`src/rtl/reg_wb_arbiter.sv`:
```
// Write-back arbiter: per-producer FIFOs (ALU, load/store) merged onto one registered
// register-file write port. MEM has priority; a starvation counter forces an ALU win.
module reg_wb_arbiter #(
   parameter int REG_DATA_WIDTH_POW = 6,
   parameter int REG_MEM_DEPTH_POW  = 5,
   parameter int FIFO_DEPTH_POW     = 2,
   parameter int STARVE_LIMIT       = 4
) (
   input  logic                               clk_in,
   input  logic                               rst_n_in,
   input  logic                               alu_valid_in,
   input  logic [REG_MEM_DEPTH_POW-1:0]       alu_rd_in,
   input  logic [(1<<REG_DATA_WIDTH_POW)-1:0] alu_data_in,
   output logic                               alu_ready_out,
   input  logic                               mem_valid_in,
   input  logic [REG_MEM_DEPTH_POW-1:0]       mem_rd_in,
   input  logic [(1<<REG_DATA_WIDTH_POW)-1:0] mem_data_in,
   output logic                               mem_ready_out,
   output logic [REG_MEM_DEPTH_POW-1:0]       rd_out,
   output logic [(1<<REG_DATA_WIDTH_POW)-1:0] data_write_out,
   output logic                               write_en_out,
   output logic [FIFO_DEPTH_POW:0]            alu_count_out,
   output logic [FIFO_DEPTH_POW:0]            mem_count_out
);
   localparam int DW    = 1 << REG_DATA_WIDTH_POW;
   localparam int RW    = REG_MEM_DEPTH_POW;
   localparam int PW    = FIFO_DEPTH_POW;
   localparam int DEPTH = 1 << PW;
   localparam int ALU   = 0;
   localparam int MEM   = 1;
   localparam logic [PW:0] FULL_CNT   = (PW+1)'(DEPTH);
   localparam logic [3:0]  STARVE_MAX = 4'(STARVE_LIMIT);

   logic [RW-1:0] fifo_rd   [2][DEPTH];
   logic [DW-1:0] fifo_data [2][DEPTH];
   logic [PW-1:0] wr_ptr    [2];
   logic [PW-1:0] rd_ptr    [2];
   logic [PW:0]   count     [2];
   logic [3:0]    starve_cnt;

   logic [RW-1:0] in_rd   [2];
   logic [DW-1:0] in_data [2];
   logic [1:0]    in_vld;
   logic [1:0]    ready;
   logic [1:0]    head_vld;
   logic [1:0]    push;
   logic [1:0]    pop;
   logic          grant_alu;
   logic          grant_mem;
   logic [RW-1:0] win_rd;
   logic [DW-1:0] win_data;

   assign in_vld         = {mem_valid_in, alu_valid_in};
   assign in_rd[ALU]     = alu_rd_in;
   assign in_rd[MEM]     = mem_rd_in;
   assign in_data[ALU]   = alu_data_in;
   assign in_data[MEM]   = mem_data_in;

   // Readiness comes only from registered occupancy, never from valid.
   assign ready    = {count[MEM] != FULL_CNT, count[ALU] != FULL_CNT};
   assign head_vld = {count[MEM] != '0, count[ALU] != '0};
   // x0 results complete the handshake but are never stored.
   assign push     = in_vld & ready & {in_rd[MEM] != '0, in_rd[ALU] != '0};

   assign grant_alu = head_vld[ALU] && (!head_vld[MEM] || starve_cnt == STARVE_MAX);
   assign grant_mem = head_vld[MEM] && !grant_alu;
   assign pop       = {grant_mem, grant_alu};
   assign win_rd    = grant_alu ? fifo_rd[ALU][rd_ptr[ALU]]   : fifo_rd[MEM][rd_ptr[MEM]];
   assign win_data  = grant_alu ? fifo_data[ALU][rd_ptr[ALU]] : fifo_data[MEM][rd_ptr[MEM]];

   assign alu_ready_out = ready[ALU];
   assign mem_ready_out = ready[MEM];
   assign alu_count_out = count[ALU];
   assign mem_count_out = count[MEM];

   always_ff @(posedge clk_in) begin
      for (int c = 0; c < 2; c++) begin
         if (push[c]) begin
            fifo_rd[c][wr_ptr[c]]   <= in_rd[c];
            fifo_data[c][wr_ptr[c]] <= in_data[c];
         end
      end
   end

   always_ff @(posedge clk_in or negedge rst_n_in) begin
      if (!rst_n_in) begin
         for (int c = 0; c < 2; c++) begin
            wr_ptr[c] <= '0;
            rd_ptr[c] <= '0;
            count[c]  <= '0;
         end
         starve_cnt <= '0;
      end else begin
         for (int c = 0; c < 2; c++) begin
            if (push[c]) wr_ptr[c] <= wr_ptr[c] + 1'b1;
            if (pop[c])  rd_ptr[c] <= rd_ptr[c] + 1'b1;
            if (push[c] && !pop[c])
               count[c] <= count[c] + 1'b1;
            else if (!push[c] && pop[c])
               count[c] <= count[c] - 1'b1;
         end
         if (grant_alu)
            starve_cnt <= '0;
         else if (grant_mem && head_vld[ALU] && starve_cnt != STARVE_MAX)
            starve_cnt <= starve_cnt + 1'b1;
      end
   end

   // Output stage: rd/data hold their last value on idle cycles.
   always_ff @(posedge clk_in or negedge rst_n_in) begin
      if (!rst_n_in) begin
         write_en_out   <= 1'b0;
         rd_out         <= '0;
         data_write_out <= '0;
      end else begin
         write_en_out <= grant_alu || grant_mem;
         if (grant_alu || grant_mem) begin
            rd_out         <= win_rd;
            data_write_out <= win_data;
         end
      end
   end

endmodule

```
`config.mk`:
```
export PLATFORM = sky130hd
export DESIGN_NAME = reg_wb_arbiter
export DESIGN_NICKNAME = d
export VERILOG_FILES = /design/src/rtl/reg_wb_arbiter.sv
export SDC_FILE = /design/constraint.sdc
export NUM_CORES = 1
export LEC_CHECK = 0
export CAP_MARGIN = 40
export CORE_MARGIN = 3
export CORE_UTILIZATION = 50
export CTS_CLUSTER_SIZE = 40
export DETAILED_ROUTE_END_ITERATION = 7
export HOLD_SLACK_MARGIN = 0.12
export PLACE_DENSITY = 0.83
export SYNTH_ARGS = -nofsm -noshare
export SYNTH_HDL_FRONTEND = slang
export SYNTH_SLANG_ARGS = --single-unit
```
`constraint.sdc`:
```
create_clock -name clk_in -period 2.9 [get_ports clk_in]
set_input_delay 0.58 -clock clk_in [delete_from_list [all_inputs] [get_ports clk_in]]
set_output_delay 0.58 -clock clk_in [all_outputs]
set_load 0.005 [all_outputs]
```
; After elaboration in Yosys (flattened, before gate mapping)
; Memory sizes are Yosys's and may differ from the RTL's.
; Index checks and enable logic that the tools add are counted.
[op_classes]
n_eq_ne = 4
n_mux = 34
reduce_logical = 24
n_shift = 0
magnitude_cmp = 6
div = 0
n_mul = 0
n_addsub = 9
bitwise_logic = 6
[op_table]
columns = op, n
row1 = 2-to-1 mux 256 bit, 2
row2 = 2-to-1 mux 64 bit, 7
row3 = binary-select mux 64 bit (select 2 bit), 2
row4 = demux 64 bit (select 2 bit), 2
row5 = 2-to-1 mux 20 bit, 2
row6 = 2-to-1 mux 5 bit, 7
row7 = binary-select mux 5 bit (select 2 bit), 2
row8 = demux 5 bit (select 2 bit), 2
row9 = "greater-or-equal comparator 3 bit, second input constant", 4
row10 = 2-to-1 mux 3 bit, 4
row11 = inverter 2 -> 3 bit, 4
row12 = logical AND 1 bit, 10
row13 = nonzero test 5 bit, 2
row14 = "adder 2 x 1 -> 2 bit, second input constant", 4
row15 = 2-to-1 mux 4 bit, 2
row16 = "adder 3 x 1 -> 3 bit, second input constant", 2
row17 = "< comparator 3 x 1 -> 1 bit, second input constant", 2
row18 = "!= test 3 bit, second input constant", 2
row19 = nonzero test 2 bit, 3
row20 = nonzero test 3 bit, 2
row21 = "subtractor 3 x 1 -> 3 bit, second input constant", 2
row22 = zero test 1 bit, 5
row23 = "adder 4 x 1 -> 4 bit, second input constant", 1
row24 = AND 2 bit, 2
row25 = 4 further kinds, 6
[totals]
rom_bits = 0
out_inout_bits = 78
ff_bits = 88
mem_count = 2
mem_bits_rw = 552
elab_cells = 95
latchBits = 0
inputBits = 142
[mem_list]
columns = name, words, word_bits, rd, rd_clocked_by_memory_dff, write_ports, line
row1 = fifo_data, 2, 256, 2, 0, 2, 35  ; logic [DW-1:0] fifo_data [2][DEPTH];
row2 = fifo_rd, 2, 20, 2, 0, 2, 34  ; logic [RW-1:0] fifo_rd [2][DEPTH];

; Longest topological paths before layout
[logic_depth]
depth_word = 10
ltp_mapped = 13
ltp_nobuf = 11

; Worst setup path after synthesis
; OpenSTA, ideal clock, no wires.
[synth_path]
kind = register to register
from = register count, in the netlist alu_count_out[0]
to = memory fifo_data[0][0] in the netlist's numbering, enable pin
arrival_ns = 2.560
setup_ns = 0.435
synth_period_minus_slack_ns = 2.994
path_buffers = 0
t_required_ns = 2.465
slack_ns = -0.094
stages_incl_launch_ff = 5
cell_sequence = dfrtp_1 > nor2_1 > nand2_1 > o211a_1 > and2_1
[synth_lines]
columns = item, line
row1 = start: declaration, 38  ; logic [PW:0] count [2];
row2 = start signal: indexed assignment, 98  ; count[c] <= count[c] + 1'b1;
row3 = start signal: indexed assignment, 100  ; count[c] <= count[c] - 1'b1;
row4 = end: declaration, 35

; Worst setup path after layout
[layout_path]
from = register starve_cnt[0]
to = register count, in the netlist mem_count_out[2]
[layout_between]
elab_chain_cells = 8
word_cells_on_any_way = 10
cone_classes = eq/ne (1) / mux (1) / reduce/logical (8)
[layout_rtl]
columns = item, line
row1 = start: declaration, 39  ; logic [3:0] starve_cnt;
row2 = start signal: assignment, 105  ; starve_cnt <= starve_cnt + 1'b1;
row3 = equality test 4 x 3 -> 1 bit (*), 65  ; assign grant_alu = head_vld[ALU] && (!head_vld[MEM] || starve_cnt == STARVE_MAX);
row4 = logical OR 1 bit (*), 65
row5 = logical AND 1 bit (*), 65
row6 = zero test 1 bit (*), 66  ; assign grant_mem = head_vld[MEM] && !grant_alu;
row7 = logical AND 1 bit (*), 66
row8 = zero test 1 bit, 97  ; if (push[c] && !pop[c])
row9 = logical AND 1 bit, 97
row10 = 2-to-1 mux 3 bit or nonzero test 2 bit (tied branches), -
; Every way passes the cells marked *; elsewhere a longest branch is shown, timed or not.
; A chain may end at the register's enable or synchronous reset.

==> results.rst <==
.. list-table::
   :header-rows: 1

   * - Metric
     - Value
   * - Kind of path behind the tightest hold check
     - input pin to async pin
   * - Seq/Total Area, Yosys
     - 0.7768
   * - Reported max-cap violation count
     - 0
   * - Unrepaired setup endpoints after global routing
     - false
   * - Number of flops mapped to enable cells by yosys
     - 552
   * - Number of optimization iterations in the first detailed-route pass
     - 5
   * - Type of origin of the critical path
     - flip-flop
   * - Number of cells produced by synthesis
     - 1121
   * - Chip height
     - 225.9 um
   * - Area post-placement
     - 27480 um^2
   * - Cell taking the most area after synthesis
     - sky130_fd_sc_hd__edfxtp_1
   * - Cell type of the slowest stage on the worst timing path
     - sky130_fd_sc_hd__o21ai_0
   * - Residual DRC
     - 0
   * - GRT Residual Overflow
     - 0
   * - Endpoint required time on the critical path
     - ~3.4 ns
   * - Clk_lat worst skew
     - 0.61 ns
   * - Top post-synthesis cells by count
     - sky130_fd_sc_hd__edfxtp_1, sky130_fd_sc_hd__mux4_2, sky130_fd_sc_hd__dfrtp_1
   * - Pint
     - 21.94 mW
   * - Logic gate share of total power
     - 0.298
   * - Synth warn
     - 0
   * - VDD IR-drop max
     - a little under 700 uV
   * - Count of pins on the block boundary
     - 220
   * - Worst path buffer plus inverter count
     - 2
   * - Count of cell instances traversed by the critical path
     - 10
   * - Placer congestion estimate
     - approximately 0.74
   * - Estimated wirelength of the detail-placed design
     - 34.39 mm
   * - Final hold viol count
     - 0
   * - Maximum number of pins on one net before global-route repair
     - 54
   * - Distinct cell type count of the synthesized netlist
     - 32
   * - Placement Setup Slack
     - -0.09980 ns
   * - Wire length of the first global-routing pass
     - 80.10 mm
   * - Detailed-route wire length on metal 1
     - slightly above 20 mm
   * - Cell area after synthesis
     - approximately 24000 um^2
   * - Area enclosed by the die boundary
     - 51020 um^2
   * - Level count of the clock H-tree
     - 2
   * - Largest fanout of any net on the critical path
     - 4
   * - Final core utilization
     - 0.6275
   * - Arrival time reported for the critical path endpoint
     - 3.05 ns
   * - Post-layout nets
     - 1551
   * - Portion of synthesized cell area occupied by the leading cell type
     - 0.6857
   * - Relative contribution of the clock network to total power
     - 0.262
   * - Relative area change from synthesis to final layout
     - 22.40%
   * - Post-detailed-route count of antenna-violating nets
     - 0
   * - DR iter-0 viols
     - 1119
   * - Fraction of final layout cells with drive strength greater than 1
     - 0.2072
   * - Wire length on met3
     - between 3 and 4 mm
   * - Standby leakage power
     - 9.948 nW
   * - Cell class contributing the biggest share of worst-path delay
     - adder cells
   * - Die width
     - around 230 um
   * - Clock Tree Buf Depth
     - 3
   * - Mean cell area of the mapped netlist
     - 21.56 um^2
   * - Number of instances in the placed design
     - 1938
   * - CTS Root Cell
     - sky130_fd_sc_hd__clkbuf_16
   * - Leading post-synthesis cells by cell area
     - sky130_fd_sc_hd__edfxtp_1, sky130_fd_sc_hd__mux4_2, sky130_fd_sc_hd__dfrtp_1
   * - Worst-case setup margin in the final layout
     - 0.3885 ns
   * - Crit Path Category
     - flip-flop to flip-flop
   * - Setup Viol. Count Final
     - 0
   * - Clock Sink Count
     - 640
   * - Starting utilization of the core area
     - 0.5127
   * - Uppermost signal routing layer after detailed routing
     - met5
   * - Maximum clock skew at final layout
     - 0.01920 ns
   * - Average wire per cell in the routed design
     - 25.68 um
   * - Switching fraction of total power
     - 0.2850
   * - Sequential fraction of design power
     - 0.440
   * - Number of setup buffers added after CTS
     - 0
   * - Category of the worst setup path capture point
     - flip-flop
   * - Worst slew pin tran
     - between 0.5 and 0.6 ns
   * - Mapped Nets
     - ~1.3k
   * - Core box area
     - roughly 47000 um^2
   * - Number of register bits inferred by synthesis
     - 640
   * - Standard-cell row count
     - 79
   * - IO Port Bufs
     - approximately 220
   * - Commonest register cell after synthesis
     - sky130_fd_sc_hd__edfxtp_1
   * - Number of buffers created by CTS
     - 61
   * - Pwr per Cell Area
     - 1037 nW/um^2
   * - Share of synthesized flip-flops with an asynchronous set or reset
     - 0.1375
   * - Net switching power of the design
     - about 8.7 mW
   * - Non-filler cells in the finished layout
     - approximately 2.1k
   * - Max-slew violations
     - 0
   * - Routed wl met2
     - 27.22 mm
   * - Initial antenna violation count
     - 10
   * - Via count of the first global-routing pass
     - 12.65k
   * - Register-to-Register Path Depth
     - 10
   * - Final design area excluding fillers
     - 29590 um^2
   * - Maximum cell stage delay along the critical path
     - 0.47 ns
   * - Clock-pin slew reported for the worst setup and hold paths after clock tree synthesis
     - 0.06 ns
   * - Vias
     - 11.77k
   * - Via-to-Cell Ratio
     - 5.705
   * - Most frequent cell after synthesis
     - sky130_fd_sc_hd__edfxtp_1
   * - Status
     - finished clean
   * - Cell Chain, Critical Path
     - inv_1 -> ha_1 -> nand3b_1 -> o21ai_0 -> ha_1 -> inv_1 -> fa_1 -> xor2_1 -> nor2_1 -> xor2_1
   * - Rel. slew slack
     - 0.6409
   * - Share of the clock period used by the worst path after layout
     - 0.8660
   * - Setup tns final
     - 0 ns
   * - Achievable frequency
     - 0.3982 GHz
   * - Minimum period implied by the final worst setup slack
     - between 2 and 3 ns
   * - TritonCTS clock tree
     - yes
   * - Global-route total usage across every layer
     - 0.2132
   * - Post-Route WL
     - 52.97 mm
path summary, 6_finish.rpt:
path | start | to | slack [ns]
min in group clk_in | data_write_out[12] | data_write_out[12] | 0.53
hold reg to reg | data_write_out[12] | data_write_out[12] | 0.53
hold / removal | rst_n_in | data_write_out[61] | 0.48
setup / recovery | starve_cnt[0] | mem_count_out[2] | 0.39
max in group asynchronous | rst_n_in | rd_ptr[3] | 1.67
setup reg to reg | starve_cnt[0] | mem_count_out[2] | 0.39
placed cells by master, fill, tap and decap left out, drive strengths merged, types with 2 or more instances in the layout:
cell type,instances
o21ai,4
o211a,2
inv,11
nand2,7
mux2,4
clkinv,18
xnor2,6
a21oi,71
dfrtp,88
and2,8
bufinv,7
clkbuf,84
diode,8
or3,2
clkinvlp,6
fa,2
mux2i,69
clkdlybuf4s50,218
nor2,74
ha,12
nor3,3
mux4,138
or4,2
edfxtp,552
xor2,6
buf,47
layer usage:
metal,vias to the layer above,GRT usage
met2,457,0.3549
met1,6115,0.2882
met3,89,0.04043
met5,-,0
li1,5104,-
met4,4,0.07073
timing repair:
action,in CTS,in global routing
resized for setup,0,0
hold buffers,1,0
endpoints found under the hold margin,35,0
worst register-to-register path, stage by stage (launching register included):
cell and delay [ns]:
sky130_fd_sc_hd__dfrtp_1 0.41, sky130_fd_sc_hd__inv_1 0.10, sky130_fd_sc_hd__ha_1 0.15, sky130_fd_sc_hd__nand3b_1 0.18
sky130_fd_sc_hd__o21ai_0 0.48, sky130_fd_sc_hd__ha_1 0.27, sky130_fd_sc_hd__inv_1 0.06, sky130_fd_sc_hd__fa_1 0.37
sky130_fd_sc_hd__xor2_1 0.17, sky130_fd_sc_hd__nor2_1 0.11, sky130_fd_sc_hd__xor2_1 0.15
power by group through the flow:
stage	Clock, mW	Combinational [mW]	Sequential (mW)
finish	8.05	9.14	13.5
global route	8.58	9.84	13.7
detailed placement	0	9.22	13.7
floorplan	0	5.89	13.2
CTS	8.21	9.33	13.5
global placement	0	9.01	13.5
kinds of logic (layout without fill, tap and decap cells):
logic type,Yosys count,in the layout,share of synthesized area
other,0,8,0
multiplexers,211,211,0.1590
AO/OA/AOI/OAI,79,79,0.01739
flip-flops,640,640,0.7768
XOR/XNOR,12,12,0.004348
AND/OR/NAND/NOR,100,100,0.01822
buffers and inverters,65,392,0.01636
adder cells (fa/ha/maj),14,14,0.007867
layout make-up:
class | count | area [um^2]
multi-input cells | 416 | 5027
fillers | 3069 | 17560
clock buffers | 84 | 1713
clock inverters | 32 | 366.6
diodes | 8 | 20.02
flip-flops and latches | 640 | 18790
inverters | 10 | 37.54
repair buffers | 266 | 2870
well taps | 607 | 759.5
state kept, by name, indices dropped and copies added (netlist names), 3 cells and up:
| name | flops |
|---|---|
| rd_out | 5 |
| data_write_out | 64 |
| mem_count_out | 3 |
| fifo_rd | 40 |
| wr_ptr | 4 |
| fifo_data | 512 |
| rd_ptr | 4 |
| starve_cnt | 4 |
| alu_count_out | 3 |
stage by stage:
step | hold WS, ns | power [mW]
after floorplan | 0.2844 | 19.06
after global placement | 0.5052 | 22.47
after detailed placement | 0.5182 | 22.87
after CTS | 0.4752 | 31.05
after global routing | 0.5272 | 32.11
final | 0.4808 | 30.69
(Power assumes the default switching activity.)
